## config.mk

```make
export PLATFORM = sky130hd
export DESIGN_NAME = byte_pair_packer
export DESIGN_NICKNAME = d
export VERILOG_FILES = /design/src/rtl/byte_pair_packer.sv
export SDC_FILE = /design/constraint.sdc
export NUM_CORES = 1
export LEC_CHECK = 0
export CAP_MARGIN = 20
export CORE_MARGIN = 2
export CORE_UTILIZATION = 55
export CTS_CLUSTER_DIAMETER = 100
export DETAILED_ROUTE_END_ITERATION = 16
export GPL_TIMING_DRIVEN = 0
export PLACE_DENSITY_LB_ADDON = 0.25
export SYNTH_ARGS = -nofsm -noshare
export SYNTH_HDL_FRONTEND = slang
export SYNTH_SLANG_ARGS = --single-unit
```

## constraint.sdc

```tcl
create_clock -name clk -period 4 [get_ports clk]
set_clock_uncertainty 0.05 [all_clocks]
set_input_delay 0.8 -clock clk [delete_from_list [all_inputs] [get_ports clk]]
set_output_delay 0.8 -clock clk [all_outputs]
set_load 0.01 [all_outputs]
```

## src/rtl/byte_pair_packer.sv

```systemverilog
`default_nettype none
// ============================================================================
// Module   : byte_pair_packer
// Purpose  : Assembles a valid/ready byte stream into 16-bit words, with
//            selectable byte order per word and a flush that emits a held
//            odd byte as a padded word. Words are buffered in a small
//            circular FIFO before the output handshake.
// Ports    : clk, reset     - clock, synchronous active-high reset
//            swap_en        - 0: first byte -> [15:8], 1: first byte -> [7:0]
//            in_byte/in_valid/in_ready   - byte input handshake
//            flush          - request to emit a held odd byte, padded
//            out_word/out_partial/out_valid/out_ready - FIFO head handshake
// Revision : 1.0 - initial release
// ============================================================================
module byte_pair_packer #(
  parameter int         DEPTH    = 2,      // FIFO depth in words, 1..8
  parameter logic [7:0] PAD_BYTE = 8'h00   // fill for the empty lane on flush
) (
  input  logic        clk,
  input  logic        reset,
  input  logic        swap_en,
  input  logic [7:0]  in_byte,
  input  logic        in_valid,
  output logic        in_ready,
  input  logic        flush,
  output logic [15:0] out_word,
  output logic        out_partial,
  output logic        out_valid,
  input  logic        out_ready
);

  localparam int CW = $clog2(DEPTH + 1);
  localparam int PW = (DEPTH > 1) ? $clog2(DEPTH) : 1;

  localparam logic [CW-1:0] c_DEPTH    = CW'(DEPTH);
  localparam logic [PW-1:0] c_LAST_PTR = PW'(DEPTH - 1);

  typedef enum logic [0:0] {
    ST_EMPTY = 1'b0,
    ST_HALF  = 1'b1
  } state_t;

  // Packer state
  state_t       r_state;
  state_t       w_state_nxt;
  logic [7:0]   r_hold;
  logic         r_hold_swap;
  logic         r_flush_pend;
  logic         w_flush_pend_nxt;
  logic         w_hold_load;

  // FIFO storage: {partial, word}
  logic [16:0]   r_mem [DEPTH];
  logic [PW-1:0] r_wptr;
  logic [PW-1:0] r_rptr;
  logic [CW-1:0] r_count;

  logic        w_space;
  logic        w_in_fire;
  logic        w_pop;
  logic        w_push;
  logic [16:0] w_push_data;
  logic [16:0] w_head;

  // Handshake decode. in_ready is a function of registered state only.
  assign w_space   = (r_count < c_DEPTH);
  assign in_ready  = (r_state == ST_EMPTY) || w_space;
  assign w_in_fire = in_valid && in_ready;
  assign out_valid = (r_count != '0);
  assign w_pop     = out_valid && out_ready;

  // --------------------------------------------------------------------------
  // Next-state / push decode
  // --------------------------------------------------------------------------
  always_comb begin
    w_state_nxt      = r_state;
    w_flush_pend_nxt = r_flush_pend;
    w_hold_load      = 1'b0;
    w_push           = 1'b0;
    w_push_data      = '0;

    case (r_state)
      ST_EMPTY: begin
        // A flush with nothing held has nothing to emit and is dropped.
        w_flush_pend_nxt = 1'b0;
        if (w_in_fire) begin
          w_hold_load = 1'b1;
          w_state_nxt = ST_HALF;
        end
      end

      ST_HALF: begin
        if (w_in_fire) begin
          // A real second byte beats any outstanding flush request.
          w_push           = 1'b1;
          w_push_data      = r_hold_swap ? {1'b0, in_byte, r_hold}
                                         : {1'b0, r_hold, in_byte};
          w_state_nxt      = ST_EMPTY;
          w_flush_pend_nxt = 1'b0;
        end else if (r_flush_pend && w_space) begin
          w_push           = 1'b1;
          w_push_data      = r_hold_swap ? {1'b1, PAD_BYTE, r_hold}
                                         : {1'b1, r_hold, PAD_BYTE};
          w_state_nxt      = ST_EMPTY;
          w_flush_pend_nxt = 1'b0;
        end else if (flush) begin
          w_flush_pend_nxt = 1'b1;
        end
      end

      default: begin
        w_state_nxt      = ST_EMPTY;
        w_flush_pend_nxt = 1'b0;
      end
    endcase
  end

  // --------------------------------------------------------------------------
  // Packer state register
  // --------------------------------------------------------------------------
  always_ff @(posedge clk) begin
    if (reset) begin
      r_state      <= ST_EMPTY;
      r_hold       <= 8'h00;
      r_hold_swap  <= 1'b0;
      r_flush_pend <= 1'b0;
    end else begin
      r_state      <= w_state_nxt;
      r_flush_pend <= w_flush_pend_nxt;
      if (w_hold_load) begin
        r_hold      <= in_byte;
        r_hold_swap <= swap_en;   // byte order fixed by the first byte
      end
    end
  end

  // --------------------------------------------------------------------------
  // FIFO pointers and occupancy
  // --------------------------------------------------------------------------
  always_ff @(posedge clk) begin
    if (reset) begin
      r_wptr  <= '0;
      r_rptr  <= '0;
      r_count <= '0;
    end else begin
      if (w_push) begin
        r_wptr <= (r_wptr == c_LAST_PTR) ? '0 : r_wptr + PW'(1);
      end
      if (w_pop) begin
        r_rptr <= (r_rptr == c_LAST_PTR) ? '0 : r_rptr + PW'(1);
      end
      case ({w_push, w_pop})
        2'b10:   r_count <= r_count + CW'(1);
        2'b01:   r_count <= r_count - CW'(1);
        default: r_count <= r_count;
      endcase
    end
  end

  // Storage needs no reset: the head is masked while the FIFO is empty.
  always_ff @(posedge clk) begin
    if (w_push) begin
      r_mem[r_wptr] <= w_push_data;
    end
  end

  assign w_head      = r_mem[r_rptr];
  assign out_word    = out_valid ? w_head[15:0] : 16'h0000;
  assign out_partial = out_valid ? w_head[16]   : 1'b0;

endmodule
`default_nettype wire

```

**Word-level counts from Yosys, hierarchy flattened**

Memory sizes are Yosys's and may differ from the RTL's. A register that Yosys moved wholly into a read port is not among the register bits.
Cells that the tools add are included.

- Register bits after elaboration: 15
- Memory bits (writable): 34
- Input bits: 14
- Output and inout port bits: 19
- Word-level logic and storage cells: 49
- Memories kept: 1

Memories:

| memory | depth | width | rd ports | clocked after Yosys merged registers in | write ports | line | text |
|---|---|---|---|---|---|---|---|
| r_mem | 2 | 17 | 1 | 1 | 1 | 53 | `logic [16:0] r_mem [DEPTH];` |

- Add/sub/neg operators: 4
- Order comparisons: 1
- Equality and inequality tests: 3
- Multiplexer cells: 26
- Bitwise gates (word level): 1
- Reductions and logical operators: 6

Operators with widths:

| cell | count |
|---|---|
| 17-bit two-way mux | 3 |
| 16-bit two-way mux | 3 |
| 1-bit two-way mux | 17 |
| 4-bit by 2-bit inequality test with 1-bit output (second input constant) | 1 |
| 1-bit case mux with 2 select lines | 2 |
| 2-bit case mux with 2 select lines | 1 |
| 2-bit nonzero test | 2 |
| 1-bit logical AND | 3 |
| 1-bit adder (second input constant) | 2 |
| 2-bit by 1-bit adder with 2-bit output (second input constant) | 1 |
| 2-bit by 1-bit equality test with 1-bit output (second input constant) | 1 |
| 2-bit equality test (second input constant) | 1 |
| 2-bit < comparator (second input constant) | 1 |
| 2-bit by 1-bit subtractor with 2-bit output (second input constant) | 1 |
| 1-bit logical OR | 1 |
| 1-bit NOT | 1 |

**Depth between registers and ports, before layout**

Gate-level depths: netlist of run 1.

- Word-level depth: 7
- Gate-level depth with buffers: 7
- Depth with buffers taken out: 6

**Least setup slack after synthesis of run 1**

No wires, ideal clock.

- Path type: in2reg
- Start point: in in_valid
- End point: mem r_mem[1][0] (enable)
- Library setup time: 0.391 ns
- Arrival time: 1.966 ns
- Data required time: 3.559 ns
- Slack: 1.593 ns
- Stages: 3
- Buffers on the path: 0
- Cell sequence: nor2_1 -> or2_2 -> nor2_1

- Cells in the longest elaborated chain, start to end: 5

RTL lines:

| what | line | text |
|---|---|---|
| start, declared | 23 | `input logic in_valid,` |
| 1-bit logical AND | 68 | `assign w_in_fire = in_valid && in_ready;` |
| 1-bit two-way mux | 93 | `if (w_in_fire) begin` |
| 1-bit two-way mux | 82 | `case (r_state)` |
| 1-bit two-way mux | 162 | `if (w_push) begin` |
| 1-bit two-way mux (not written as such) | 163 | `r_mem[r_wptr] <= w_push_data;` |
| end, declared | 53 |  |

No other way between the ends.

**Worst setup path in the final report of run 1**

- Start point: reg r_count[1]
- End point: out out_word[14]

- Cells in the longest elaborated chain, start to end: 2

RTL lines:

| what | line | text |
|---|---|---|
| start, declared | 56 | `logic [CW-1:0] r_count;` |
| start signal, assigned | 153 | `2'b10: r_count <= r_count + CW'(1);` |
| start signal, assigned | 154 | `2'b01: r_count <= r_count - CW'(1);` |
| start signal, assigned | 155 | `default: r_count <= r_count;` |
| 2-bit nonzero test | 69 | `assign out_valid = (r_count != '0);` |
| 16-bit two-way mux | 168 | `assign out_word = out_valid ? w_head[15:0] : 16'h0000;` |
| end, declared | 26 | `output logic [15:0] out_word,` |

No other way between the ends.

==> reports/results.txt, run 1 <==
cell mode on critical path = nor2_1
Hold Crit Class = reg -> reg
crit-path max cell delay = 0.51 ns
fin nets = 225
TritonCTS clock tree = built
Setup TNS = 0 ns
Sequential Power Share = 0.519
number of library cell types mapped by synthesis = 25
Initial Util = 0.575
slowest CP cell = nor2_1
routability cong. = 0.753
Vias/cell = 5.46
unrepaired setup endpoints after global routing = false
register area = 1340 um^2
grt total ovfl = 0
crit path max fanout = 10
HPWL Detailed = 2.86 mm
area taken by multi-input logic gates = 704 um^2
antenna-violating nets left = 0
vias in the first global route = 1384
cts hold-fix bufs = 0
CTS resizes = 0
NetSw = 0.305 mW
Mapped Cells = 171
share of layout cells above drive strength 1 = 0.0711
Routed wire per std cell = 15.0 um
Max-Cap Viols = 0
initial antenna violation count = 0
setup bufs post-CTS = 0
Crit Path Class = reg -> out
leakage power = 0.876 nW
Final Cycle Share = 0.726
internal power = 0.831 mW
Synth Warn # = 0
critical-path cell list = nor2_1 -> buf_2 -> nor2_1 -> clkdlybuf4s50_1
status = finished, final reports clean
PortBufs = 31
First-pass DRT Iterations = 4
pin count of the biggest net entering global routing = 18
Slew @ Worst Pin = 0.847 ns
min cycle time layout = 2.90 ns
Critical Path Source Type = register
Peak VDD IR = 0.222 mV
area share of the largest cell type after synthesis = 0.485
drt drc = 0
n_diodes = 0
Gate power share = 0.242
drt total wl = 3.89 mm
Max Freq = 344 MHz
die area = 4340 um^2
pwr dens = 443 nW/um^2
Max transition margin = 0.433
top post-synthesis cells by area = edfxtp_1 (49%), dfxtp_1 (15%), mux2i_1 (8.1%)
Synth Register Bits = 50
Yosys top cell by area = edfxtp_1
core outline area = 3660 um^2
vias = 1414
Switching Fraction = 0.269
GRT Util Overall = 0.201
Mapped Nets = 186
largest delay contributor family on the critical path = buffers and inverters
die height = 65.9 um
Seq/Total Area, Yosys = 0.637
dpl cells = 251
Final Slew Violations = 0
Non-Filler Instances = 259
Filler cells = 261
die width = 65.9 um
Syn-to-layout area delta = 21.8%
Worst setup EP type = primary output
clock buffer depth = 2
first-pass GRT wire length = 6.27 mm
Fin Hold WS = 0.434 ns
Root Buffer = clkbuf_8
Avg Inst Size Synth = 12.3 um^2
total CTS buffers = 5
CP arrival = 2.05 ns
synthesized cell area = 2100 um^2
Worst-Skew Late Latency = 0.30 ns
Clock Sink Count = 50
htree depth = 2
Worst-path clk slew = 0.08 ns
Power Total = 1.14 mW
standard-cell rows = 22
Top Ports = 33
CP Data Required Time = 3.15 ns
clock share of power = 0.239
Final setup viols = 0
CP bufs+invs = 2
Final Hold Violating Endpoints = 0
initial DRC count = 28
==> state kept, by name, summed over array words and instances, names as in the netlist, named ones only <==
register / count
r_state: 1
r_flush_pend: 1
r_rptr: 1
r_hold_swap: 1
r_mem: 34
r_count: 2
r_wptr: 1
r_hold: 8
==> power groups by stage <==
stage / clock, mW / sequential, mW / combinational (mW)
after floorplan: 0 / 0.598 / 0.157
after global placement: 0 / 0.600 / 0.268
after detailed placement: 0 / 0.601 / 0.277
after CTS: 0.277 / 0.589 / 0.278
after global routing: 0.291 / 0.592 / 0.300
final: 0.272 / 0.589 / 0.274
==> path summary, 6_finish.rpt <==
path | from | end | slack, ns | depth (start not counted)
max | r_count[1]$_SDFFE_PP0P_ | out_word[14] | 1.10 | 4
min | r_hold[7]$_SDFFE_PP0P_ | r_hold[7]$_SDFFE_PP0P_ | 0.43 | 2
max reg2reg | r_count[1]$_SDFFE_PP0P_ | r_mem[1][1]$_DFFE_PP_ | 1.74 | 5
min reg2reg | r_hold[7]$_SDFFE_PP0P_ | r_hold[7]$_SDFFE_PP0P_ | 0.43 | 2
==> worst min-delay path, delay by kind of cell (launching register included) <==
kind	cells	cell delay, ns
and+or+nand+nor	1	0.06
DFF	1	0.33
AOI/OAI and AO/OA	1	0.05
==> routing by layer <==
metal / up-vias / GRT usage / part of all wire
met5: - / 0 / 0
met4: 0 / 0.0781 / 0.016
met3: 6 / 0.0528 / 0.047
met2: 42 / 0.372 / 0.53
met1: 671 / 0.217 / 0.40
li1: 695 / - / -
==> cells in the final DEF (no fill, tap or decap), types with 3 or more instances in the layout <==
cell and instances:
mux2i_1 17, clkinv_1 3, a22o_1 16, nor2_1 24, inv_1 4, dfxtp_1 16
clkbuf_1 4, nand2_1 20, o21ai_0 4, a21oi_1 12, clkdlybuf4s50_1 31, edfxtp_1 34
clkbuf_8 5
==> per-stage QoR <==
| step | utilization | worst slack (ns) | instance area [um^2] |
|---|---|---|---|
| after detailed placement | 0.678 | 0.785 | 2480 |
| after floorplan | - | 1.59 | 2100 |
| final | 0.700 | 1.10 | 2560 |
| after CTS | 0.700 | 1.06 | 2560 |
| after global placement | 0.676 | 0.578 | 2470 |
| after global routing | 0.700 | 0.942 | 2560 |
==> Yosys cell counts <==
cell type and count:
nor2_1 24, a21oi_1 12, or3_1 2, buf_2 2
inv_1 4, buf_6 1, nor3_1 1, ha_1 1
mux2i_1 17, or2_2 1, nor3b_1 1, buf_4 1
clkbuf_1 4, nand2b_1 2, nor2b_1 1, nor3_4 1
xor2_1 2, xnor2_1 1, nand2_1 20, a22o_1 16
edfxtp_1 34, nor2_2 1, nor3b_4 2, o21ai_0 4
dfxtp_1 16
==> area by class of cell <==
class / count / area share
well taps: 48 / 0.0234
clock buffers: 5 / 0.0269
repair buffers: 32 / 0.124
clock inverters: 3 / 0.00439
inverters: 4 / 0.00586
flip-flops and latches: 50 / 0.523
multi-input cells: 109 / 0.275
plain buffers: 8 / 0.0171
==> cells by family (layout without fill, tap and decap cells) <==
family,after synthesis,after routing,synth area share
xor gates and xnor gates,3,3,0.0125
buffers and inverters,12,52,0.0279
muxes,17,17,0.0809
adders and majority gates,1,1,0.00594
DFF,50,50,0.637
AOI/OAI and AO/OA,32,32,0.105
and+or+nand+nor,56,56,0.131
Note: power is estimated with default switching activity, not from simulation.
==> run 2, diff against run 1 <==
CORE_UTILIZATION = 47   (was 55)
clock period = 2.4 ns   (was 4 ns; I/O delays follow)
==> run 2 against run 1 <==
Effect of this change: sequential cell count unchanged; via count down 2.8%; sequential power up 68%; first-iteration DRC count rose to 3.3 times the previous value; final cell count up 1.5%; hold slack worse by 0.013 ns; die area up 16%; sequential share of layout area down 1.3 points.
==> reports/results.txt, run 2 (synthesis results as in run 1) <==
internal power = 1.51 mW (+82%)
die width = 70.9 um (+7.7%)
Clock Sink Count = 50 (unchanged)
First-pass DRT Iterations = 5 (+1)
Vias/cell = 5.22 (-4.3%)
Slew @ Worst Pin = 0.660 ns (-0.187 ns)
Critical Path Source Type = register
routability cong. = 0.740 (-1.8%)
Gate power share = 0.233 (-0.009)
status = finished, final reports clean
n_diodes = 0 (unchanged)
vias = 1374 (-2.8%)
vias in the first global route = 1327 (-4.1%)
Routed wire per std cell = 13.5 um (-10%)
R2R Path Start = r_count[1]$_SDFFE_PP0P_
Final Slew Violations = 0 (unchanged)
first-pass GRT wire length = 5.78 mm (-7.8%)
share of layout cells above drive strength 1 = 0.0948 (+0.0237)
antenna-violating nets left = 0 (unchanged)
clock buffer depth = 2 (unchanged)
Switching Fraction = 0.252 (-0.0169)
GRT Util Overall = 0.153 (-0.0488)
CP Data Required Time = 1.87 ns (-1.28 ns)
Top Ports = 33 (unchanged)
die area = 5030 um^2 (+16%)
most frequent cells in the layout = edfxtp_1 (34), clkdlybuf4s50_1 (31), nor2_1 (21)
initial antenna violation count = 0 (unchanged)
dpl cells = 255 (+1.6%)
CP arrival = 1.77 ns (-0.28 ns)
Syn-to-layout area delta = 24.8%
NetSw = 0.509 mW (+67%)
max reg flops = 34 (unchanged)
Sequential Power Share = 0.488 (-0.031)
Worst-Skew Late Latency = 0.30 ns (about the same)
Largest Register = r_mem
Max-Cap Viols = 0 (unchanged)
Worst Min Path Start = r_hold[6]$_SDFFE_PP0P_
crit path max fanout = 10 (unchanged)
die height = 70.9 um (+7.7%)
crit-path max cell delay = 0.55 ns (+0.04 ns)
Worst-path clk slew = 0.08 ns (about the same)
Peak VDD IR = 0.377 mV (+70%)
fin nets = 225 (unchanged)
HPWL Detailed = 2.65 mm (-7.5%)
Max Freq = 435 MHz
drt total wl = 3.55 mm (-8.8%)
leakage power = 0.894 nW (+2.0%)
critical-path cell list = clkbuf_4 -> buf_8 -> mux2i_1 -> nor2_1 -> clkdlybuf4s50_1
Final setup viols = 0 (unchanged)
slowest CP cell = clkdlybuf4s50_1
standard-cell rows = 24 (+9.1%)
PortBufs = 31 (unchanged)
total CTS buffers = 5 (unchanged)
Final Cycle Share = 0.958
pin count of the biggest net entering global routing = 18 (unchanged)
Final Hold Violating Endpoints = 0 (unchanged)
grt total ovfl = 0 (unchanged)
pwr dens = 770 nW/um^2 (+74%)
Setup TNS = 0 ns (unchanged)
core outline area = 4320 um^2 (+18%)
initial DRC count = 92 (+230%)
Hold Crit Class = reg -> reg
min cycle time layout = 2.30 ns
most common cell after layout, fill and taps aside = edfxtp_1
Crit Path Class = reg -> out
htree depth = 2 (unchanged)
Power Total = 2.02 mW (+78%)
Initial Util = 0.487 (-0.0882)
Non-Filler Instances = 263 (+1.5%)
clock share of power = 0.279 (+0.040)
Fin Hold WS = 0.421 ns (-0.0134 ns)
setup bufs post-CTS = 0 (unchanged)
Worst setup EP type = primary output
largest registers = r_mem x34, r_hold x8, r_count x2
drt drc = 0 (unchanged)
TritonCTS clock tree = built
unrepaired setup endpoints after global routing = false
Max transition margin = 0.560 (+0.126)
Root Buffer = clkbuf_8
==> run 2: cell count changes in the layout (fill, tap and decap cells not counted) <==
| cell | before | now |
|---|---|---|
| buf_2 | 2 | 0 |
| buf_4 | 2 | 0 |
| buf_6 | 1 | 2 |
| buf_8 | 0 | 1 |
| bufinv_16 | 0 | 1 |
| clkbuf_1 | 4 | 5 |
| clkbuf_4 | 0 | 2 |
| clkinv_1 | 3 | 0 |
| clkinvlp_4 | 0 | 1 |
| nor2_1 | 24 | 21 |
| nor2_2 | 1 | 3 |
| nor2_4 | 0 | 1 |
==> run 2: path summary, 6_finish.rpt <==
path	end	slack [ns]	cells past startpoint
setup / recovery	out_word[5]	0.10	5
hold / removal	r_hold[6]$_SDFFE_PP0P_	0.42	2
setup reg to reg	r_mem[0][10]$_DFFE_PP_	0.43	4
hold reg to reg	r_hold[6]$_SDFFE_PP0P_	0.42	2
==> run 2: power groups by stage <==
stage          Sequential (mW)  Clock [mW]  Combinational [mW]
2_1_floorplan            0.997           0               0.262
3_3_place_gp              1.00           0               0.453
3_5_place_dp              1.00           0               0.464
4_1_cts                  0.987       0.574               0.471
5_1_grt                  0.991       0.614               0.514
6_report                 0.987       0.565               0.470
==> run 2: repair_timing <==
| item | 4_1_cts | 5_1_grt |
|---|---|---|
| endpoints found under the setup margin | 20 | 11 |
| hold buffers | 0 | 0 |
| hold endpoints to repair | 0 | 0 |
| resized for setup | 4 | 4 |
==> run 2: area by class of cell <==
class                           count  area (um^2)
Buffer                              8         56.3
Multi-Input combinational cell    109          717
Clock inverter                      2         37.5
Tap cell                           52         65.1
Clock buffer                        6         72.6
Fill cell                         355         1700
Sequential cell                    50         1340
Inverter                            4         15.0
Timing Repair Buffer               32          322
==> run 2: stage by stage <==
step	area (um^2)	utilization	worst slack (ns)
6_report	2630	0.607	0.101
3_3_place_gp	2480	0.573	-0.650
2_1_floorplan	2100	-	0.313
4_1_cts	2620	0.605	0.00722
3_5_place_dp	2490	0.576	-0.379
5_1_grt	2630	0.607	0.00132
==> run 2: critical path, delay by kind of cell (launching register included) <==
kind,cells,cell delay [ns]
simple gates,1,0.13
buf+inv,3,0.95
flops,1,0.31
mux,1,0.09
==> run 2: routing by layer <==
layer	wire length, um	vias up	GRT usage	part of all wire
li1	-	690	-	-
met1	1410	634	0.164	0.40
met2	1860	41	0.278	0.52
met3	183	9	0.0442	0.052
met4	93	0	0.0650	0.026
met5	0	-	0	0
==> run 3, diff against run 2 <==
CORE_MARGIN = 5   (was 2)
==> run 3 against run 2 <==
Effect of this change: final cell count is the same; sequential cell count is the same; sequential power is essentially flat; count of clock-buffer cells in the layout grew 1; final area shrank 0.43%; non-clock buffer count is the same; first-iteration DRC count shrank 15%; critical path type unchanged.
==> reports/results.txt, run 3 (synthesis results as in run 1) <==
Final setup viols = 0 (unchanged)
standard-cell rows = 24 (unchanged)
fin nets = 225 (unchanged)
Hold Path Sink = r_hold[1]$_SDFFE_PP0P_
TritonCTS clock tree = built
initial DRC count = 78 (-15%)
Worst setup EP type = primary output
Final Slew Violations = 0 (unchanged)
largest registers = r_mem x34, r_hold x8, r_count x2
Final Hold Violating Endpoints = 0 (unchanged)
grt total ovfl = 0 (unchanged)
Top Ports = 33 (unchanged)
area taken by multi-input logic gates = 714 um^2 (-0.35%)
die width = 76.9 um (+8.5%)
status = finished, final reports clean
n_diodes = 0 (unchanged)
PortBufs = 31 (unchanged)
R2R Path Start = r_count[1]$_SDFFE_PP0P_
most common cell after layout, fill and taps aside = edfxtp_1
share of layout cells above drive strength 1 = 0.0900 (-0.00474)
Hold Crit Class = reg -> reg
pwr dens = 771 nW/um^2 (+0.15%)
min cycle time layout = 2.31 ns (+0.00850 ns)
pin count of the biggest net entering global routing = 18 (unchanged)
Max-Cap Viols = 0 (unchanged)
CP Data Required Time = 1.87 ns (about the same)
core outline area = 4350 um^2 (+0.69%)
largest delay contributor family on the critical path = buffers and inverters
Critical Path Source Type = register
Filler cells = 341 (-3.9%)
unrepaired setup endpoints after global routing = false
internal power = 1.51 mW (-0.24%)
Fin Hold WS = 0.425 ns (+0.00418 ns)
First-pass DRT Iterations = 4 (-1)
dpl cells = 255 (unchanged)
total CTS buffers = 5 (unchanged)
drt drc = 0 (unchanged)
clock share of power = 0.277 (-0.002)
register area = 1340 um^2 (about the same)
worst reg2reg path depth = 4 (unchanged)
Switching Fraction = 0.251 (-0.000258)
die height = 76.9 um (+8.5%)
die area = 5920 um^2 (+18%)
initial antenna violation count = 0 (unchanged)
Sequential Power Share = 0.490 (+0.002)
routability cong. = 0.765 (+3.4%)
leakage power = 0.893 nW (about the same)
R2R Setup Slk = 0.46 ns (+0.03 ns)
Max transition margin = 0.553 (-0.00625)
Final Cycle Share = 0.962 (+0.00354)
max reg flops = 34 (unchanged)
vias in the first global route = 1469 (+11%)
reg-to-reg endpoint = r_mem[0][0]$_DFFE_PP_
Crit Path Class = reg -> out
Slew @ Worst Pin = 0.669 ns (+0.00936 ns)
GRT Util Overall = 0.140 (-0.0125)
vias = 1404 (+2.2%)
Syn-to-layout area delta = 24.3%
Largest Register = r_mem
Vias/cell = 5.34 (+2.2%)
Non-Filler Instances = 263 (unchanged)
most frequent cells in the layout = edfxtp_1 (34), clkdlybuf4s50_1 (31), nor2_1 (22)
Initial Util = 0.483 (-0.00336)
critical-path cell list = buf_4 -> buf_6 -> mux2i_1 -> nor2_1 -> clkdlybuf4s50_1
Clock Sink Count = 50 (unchanged)
Routed wire per std cell = 15.1 um (+12%)
antenna-violating nets left = 0 (unchanged)
Peak VDD IR = 0.402 mV (+6.7%)
cts hold-fix bufs = 0 (unchanged)
Worst Min Path Start = r_hold[1]$_SDFFE_PP0P_
slowest CP cell = clkdlybuf4s50_1
Root Buffer = clkbuf_8
htree depth = 2 (unchanged)
crit-path max cell delay = 0.56 ns (about the same)
CP bufs+invs = 3 (unchanged)
HPWL Detailed = 2.91 mm (+9.9%)
clock buffer depth = 2 (unchanged)
NetSw = 0.507 mW (-0.38%)
Hold Path Depth = 2 (unchanged)
Max Freq = 433 MHz (-0.37%)
crit path max fanout = 10 (unchanged)
CP arrival = 1.78 ns (about the same)
drt total wl = 3.96 mm (+12%)
Worst-path clk slew = 0.08 ns (about the same)
first-pass GRT wire length = 6.49 mm (+12%)
Worst-Skew Late Latency = 0.29 ns (about the same)
Gate power share = 0.232 (about the same)
-- run 3: timing repair --
item | CTS | global route
gates resized for setup | 4 | 2
setup endpoints to repair | 11 | 13
buffers inserted | 0 | 0
-- run 3: stage by stage --
step	TNS, ns	instance area, um^2	utilization	power [mW]	setup WS, ns
3_5_place_dp	-5.72	2490	0.572	1.47	-0.231
2_1_floorplan	0	2100	-	1.26	0.313
4_1_cts	0	2610	0.600	2.04	0.0733
5_1_grt	0	2620	0.601	2.11	0.0111
6_report	0	2620	0.601	2.02	0.0920
3_3_place_gp	-12.96	2480	0.570	1.45	-0.640
-- run 3: how the worst max path moves through the flow --
stage / startpoint / cells past startpoint / to
floorplan: r_count[1]$_SDFFE_PP0P_ / 4 / r_mem[1][0]$_DFFE_PP_
global route: register / 5 / out_word[13]
CTS: register / 5 / out_word[5]
global placement: in_valid / 4 / r_mem[1][9]$_DFFE_PP_
finish: register / 5 / out_word[5]
detailed placement: in_valid / 5 / r_mem[1][9]$_DFFE_PP_
-- run 3: final cells by class --
| type | count | area share |
|---|---|---|
| clock buffer | 7 | 0.0292 |
| inverter | 4 | 0.00574 |
| timing repair buffer | 32 | 0.123 |
| multi-input combinational | 109 | 0.273 |
| tap | 52 | 0.0249 |
| sequential | 50 | 0.513 |
| buffer | 8 | 0.0191 |
| clock inverter | 1 | 0.0115 |
-- run 3: power groups by stage --
stage | logic [mW] | registers, mW | clock network, mW
after CTS | 0.479 | 0.987 | 0.571
final | 0.469 | 0.989 | 0.559
after global routing | 0.513 | 0.994 | 0.604
after detailed placement | 0.470 | 1.00 | 0
after global placement | 0.454 | 1.00 | 0
after floorplan | 0.262 | 0.997 | 0
-- run 3: routing by layer --
metal  GRT usage  wire (um)  share of wire  vias up
met3      0.0433        288          0.073        7
met4      0.0682         71          0.018        0
met5           0          0              0        -
met2       0.256       2130           0.54       45
li1            -          -              -      687
met1       0.142       1470           0.37      665
-- run 3: worst register-to-register path: cells and delay by family, from the launching register on --
family / cells / cell delay, ns
buf+inv: 2 / 0.66
simple gates: 2 / 0.49
flops: 1 / 0.37
